==> src/rtl/joystick_input.sv <==
// Joystick/button input conditioning: invert, 2-flop sync and per-input debounce,
// with a read-only register window, sticky clear-on-read press/release flags and an irq.
module joystick_input #(
  parameter int DEBOUNCE_CYCLES = 270000
) (
  input  logic       clk,
  input  logic       reset,
  input  logic       joystick_0,
  input  logic       joystick_1,
  input  logic       joystick_2,
  input  logic       joystick_3,
  input  logic       joystick_4,
  input  logic       button_select,
  input  logic       button_0,
  input  logic [1:0] address,
  input  logic       read_strobe,
  output logic [7:0] data_out,
  output logic       irq
);
  localparam int NUM_LANES = 7;
  localparam int CW = $clog2(DEBOUNCE_CYCLES + 1);
  localparam logic [CW-1:0] LAST = CW'(DEBOUNCE_CYCLES - 1);
  localparam logic [7:0] ID = 8'hA2;

  logic [NUM_LANES-1:0] raw, sync_a, sync_b, stable, toggle;
  logic [NUM_LANES-1:0] rise, fall, press, rel;
  logic                 clr_press, clr_rel;

  assign raw = ~{button_select, button_0, joystick_4, joystick_3,
                 joystick_2, joystick_1, joystick_0};

  always_ff @(posedge clk) begin
    if (reset) begin
      sync_a <= '0;
      sync_b <= '0;
    end else begin
      sync_a <= raw;
      sync_b <= sync_a;
    end
  end

  // Per-lane debouncer: the counter only runs while sync_b disagrees with stable,
  // and the flip happens on the edge the count would reach DEBOUNCE_CYCLES.
  for (genvar i = 0; i < NUM_LANES; i++) begin : g_lane
    logic [CW-1:0] cnt;
    assign toggle[i] = (sync_b[i] != stable[i]) && (cnt == LAST);
    always_ff @(posedge clk) begin
      if (reset) begin
        cnt       <= '0;
        stable[i] <= 1'b0;
      end else if (sync_b[i] == stable[i]) begin
        cnt <= '0;
      end else if (toggle[i]) begin
        cnt       <= '0;
        stable[i] <= ~stable[i];
      end else begin
        cnt <= cnt + 1'b1;
      end
    end
  end

  assign rise      = toggle & ~stable;
  assign fall      = toggle & stable;
  assign clr_press = read_strobe && (address == 2'd1);
  assign clr_rel   = read_strobe && (address == 2'd2);

  // A new edge landing on a clearing read survives; data_out reflects pre-edge flags.
  always_ff @(posedge clk) begin
    if (reset) begin
      press    <= '0;
      rel      <= '0;
      irq      <= 1'b0;
      data_out <= '0;
    end else begin
      press <= (clr_press ? '0 : press) | rise;
      rel   <= (clr_rel   ? '0 : rel)   | fall;
      irq   <= |press;
      if (read_strobe) begin
        case (address)
          2'd0:    data_out <= {1'b0, stable};
          2'd1:    data_out <= {1'b0, press};
          2'd2:    data_out <= {1'b0, rel};
          default: data_out <= ID;
        endcase
      end
    end
  end
endmodule

==> config.mk <==
export PLATFORM = sky130hd
export DESIGN_NAME = joystick_input
export DESIGN_NICKNAME = d
export VERILOG_FILES = /design/src/rtl/joystick_input.sv
export SDC_FILE = /design/constraint.sdc
export NUM_CORES = 1
export LEC_CHECK = 0
export CORE_UTILIZATION = 60
export DETAILED_ROUTE_END_ITERATION = 10
export HOLD_SLACK_MARGIN = 0.15
export PLACE_DENSITY = 0.78
export SETUP_SLACK_MARGIN = 0.15
export SLEW_MARGIN = 25
export SYNTH_ARGS = -nofsm -noshare
export SYNTH_HDL_FRONTEND = slang
export SYNTH_SLANG_ARGS = --single-unit
==> constraint.sdc <==
create_clock -name clk -period 3.9 [get_ports clk]
set_input_delay 1.17 -clock clk [delete_from_list [all_inputs] [get_ports clk]]
set_output_delay 1.17 -clock clk [all_outputs]
set_load 0.005 [all_outputs]
==> out/metrics.yaml <==
wl_met3_um: 490
cts_buffers: 17
drt-total-wl_um: 15400
yosys_most_used_dff: "dfxtp_1"
hold_path_class: "flop to flop"
power.leakage_nw: 2.64
yosys-top-cells-area: "dfxtp_1 (46%), nor2_1 (6.5%), xor2_1 (5.9%), xnor2_1 (4.6%), a21oi_1 (4.1%)"
arrival_ps: 2950
clock_skew_ps: 6.43
top_layer: "met4"
fmax_mhz: 379
yosys-top-cells-count: "dfxtp_1 (177), nor2_1 (132), a21oi_1 (63), nand3_1 (53), xor2_1 (52)"
overflow: 0
synthCells: 886
postSynthAreaPerCell_um2: 8.66
synth-edff-count: 0
synth-seq-cells: 177
cts-root-buf: "clkbuf_16"
reg2reg_slack_ps: 1740
ir_worst_vdd_v: 0.000339
power_mw: 3.68
ys_warn_count: 0
grt_usage_pct: 24.9
worst-setup-path-type: "input port to flop"
reg2reg_from: "g_lane[4].cnt[0]"
cts-htree-levels: 4
drt_first_pass_iters: 5
outcome: "finished, final reports clean"
post_cts_resized: 0
period_share_pct: 67.6
synth_nets: 905
hold_viol: 0
drive_gt1_share_pct: 5.59
antennaDiodeCount: 0
period_needed_ps: 2640
drc: 0
wl_met2_um: 7700
hold_end: "sync_b[4]"
worst_pin_slew_ps: 804
setup_tns_ps: 0
post-place-ws_ps: 898
hp-start: "sync_a[4]"
cp_max_fo: 11
drtIter0Drc: 498
place_congestion: 0.847
drt-vias-per-instance: 5.87
reg2regPathDepth: 5
io_buffers: 20
synth_cell_types: 47
async_flop_share_pct: 0
fin_hold_ws_ps: 434
ios: 21
worst_slack_ps: 1260
clkTransAtPathRegs_ps: 60
min_delay_path_depth: 1
dieArea_mm2: 0.0132
power_density_mw_per_mm2: 426
fin_area_mm2: 0.00863
seq_area_frac_synth_pct: 46.2
cts_hold_buf: 0
start_util_pct: 62.6
tritoncts: "done"
max-cap-violations: 0
yosys.area.top_type: "dfxtp_1"
antenna_found_initial: 0
relSlewSlack_pct: 46.4
die_w_um: 115
rsz0062_at_grt: "false"
synth_top_area_share_pct: 46.2
ant_nets: 0
vias: 6337
clockBufferDepth: 2
netlist_area_mm2: 0.00767
setup_violations: 0
post_cts_buffers: 0
slew_viol_final: 0
die_h_um: 115
grt_max_degree: 20
reg2reg_to: "g_lane[4].cnt[18]"
dpl_cell_area_mm2: 0.00800
cts_num_sinks: 177
yosysMostFrequentCell: "dfxtp_1"
wl_per_cell_um: 14.3
nets: 918
stdcell_count: 1080
drt-met1-wl_um: 6970
critPathRequiredTime_ps: 4220
grt_pass1_wl_um: 26400
grt_pass1_vias: 6026
dpl.cell_count: 1048
core_mm2: 0.0123
dp_hpwl_um: 10600
final_core_util_pct: 70.4
syn_to_final_growth_pct: 12.5
worstSkewPairLatency_ps: 420
critPathLaunchType: "input port"
core.rowCount: 40
crit_path_end_kind: "flop"
## critical path, stage by stage
cell	delay, ps
clkdlybuf4s50_1	680
nor2b_1	410
nand2_1	260
and2_1	240
o21ba_2	190
## worst max-delay path by stage
stage,slack (ps),end,from
floorplan,1660,g_lane[5].cnt[10],reset
global placement,960,rel[1],address[1]
detailed placement,900,rel[1],address[1]
CTS,1340,rel[1],address[1]
global route,1210,rel[1],address[1]
finish,1260,rel[1],address[1]
## layout by cell type, fill, tap and decap left out, types with 2 or more instances in the layout
| cell | n |
|---|---|
| a211oi_1 | 5 |
| a21oi_1 | 63 |
| a31o_2 | 2 |
| and2_1 | 8 |
| and3_1 | 13 |
| and4_1 | 19 |
| buf_4 | 3 |
| bufinv_16 | 4 |
| clkbuf_16 | 17 |
| clkdlybuf4s50_1 | 19 |
| clkinv_2 | 4 |
| clkinv_4 | 3 |
| clkinvlp_4 | 3 |
| dfxtp_1 | 177 |
| ha_1 | 7 |
| inv_1 | 22 |
| mux2i_1 | 5 |
| nand2_1 | 51 |
| nand2b_1 | 6 |
| nand3_1 | 53 |
| nand4_1 | 45 |
| nand4b_1 | 8 |
| nor2_1 | 132 |
| nor2b_1 | 11 |
| nor3_1 | 9 |
| nor4_1 | 21 |
| nor4b_1 | 2 |
| nor4bb_1 | 2 |
| o21ai_0 | 30 |
| o21ai_2 | 5 |
| o221ai_1 | 2 |
| o31ai_1 | 8 |
| or3_1 | 34 |
| or4_1 | 11 |
| xnor2_1 | 40 |
| xor2_1 | 52 |
## layout make-up
cell class,count,area (um^2)
repair buffers,23,218
clock buffers,18,439
multi-input cells,658,3950
clock inverters,14,189
inverters,22,82.6
fillers,953,3630
well taps,168,210
flip-flops and latches,177,3540
## logic make-up after synthesis
kind of cell             count (synthesis)  synth area share (%)
XOR/XNOR                                92                  10.5
multiplexers                             6                 0.799
AND/OR/NAND/NOR                        434                  30.1
AO/OA/AOI/OAI                          119                  8.69
flip-flops                             177                  46.2
adder cells (fa/ha/maj)                  7                  1.14
buffers and inverters                   51                  2.63
## where the power goes
| part | internal [mW] | total, mW | leakage, nW | switching [mW] |
|---|---|---|---|---|
| Clock | 1.09 | 1.78 | 0.302 | 0.691 |
| Sequential | 1.82 | 1.83 | 1.43 | 0.00821 |
| Combinational | 0.0305 | 0.0702 | 0.905 | 0.0397 |
## metal layers
| metal | vias up | global-route usage, % |
|---|---|---|
| met4 | 0 | 7.71 |
| met1 | 3027 | 30.0 |
| met2 | 109 | 43.7 |
| met3 | 22 | 6.11 |
| li1 | 3179 | - |
| met5 | - | 0 |
## flip-flops by register name, indices dropped and copies added, names as in the netlist
| signal | count |
|---|---|
| g_lane.cnt | 133 |
| stable | 7 |
| sync_b | 7 |
| data_out | 8 |
| press | 7 |
| sync_a | 7 |
| irq | 1 |
| rel | 7 |
Power figures use the tool's default switching activity.
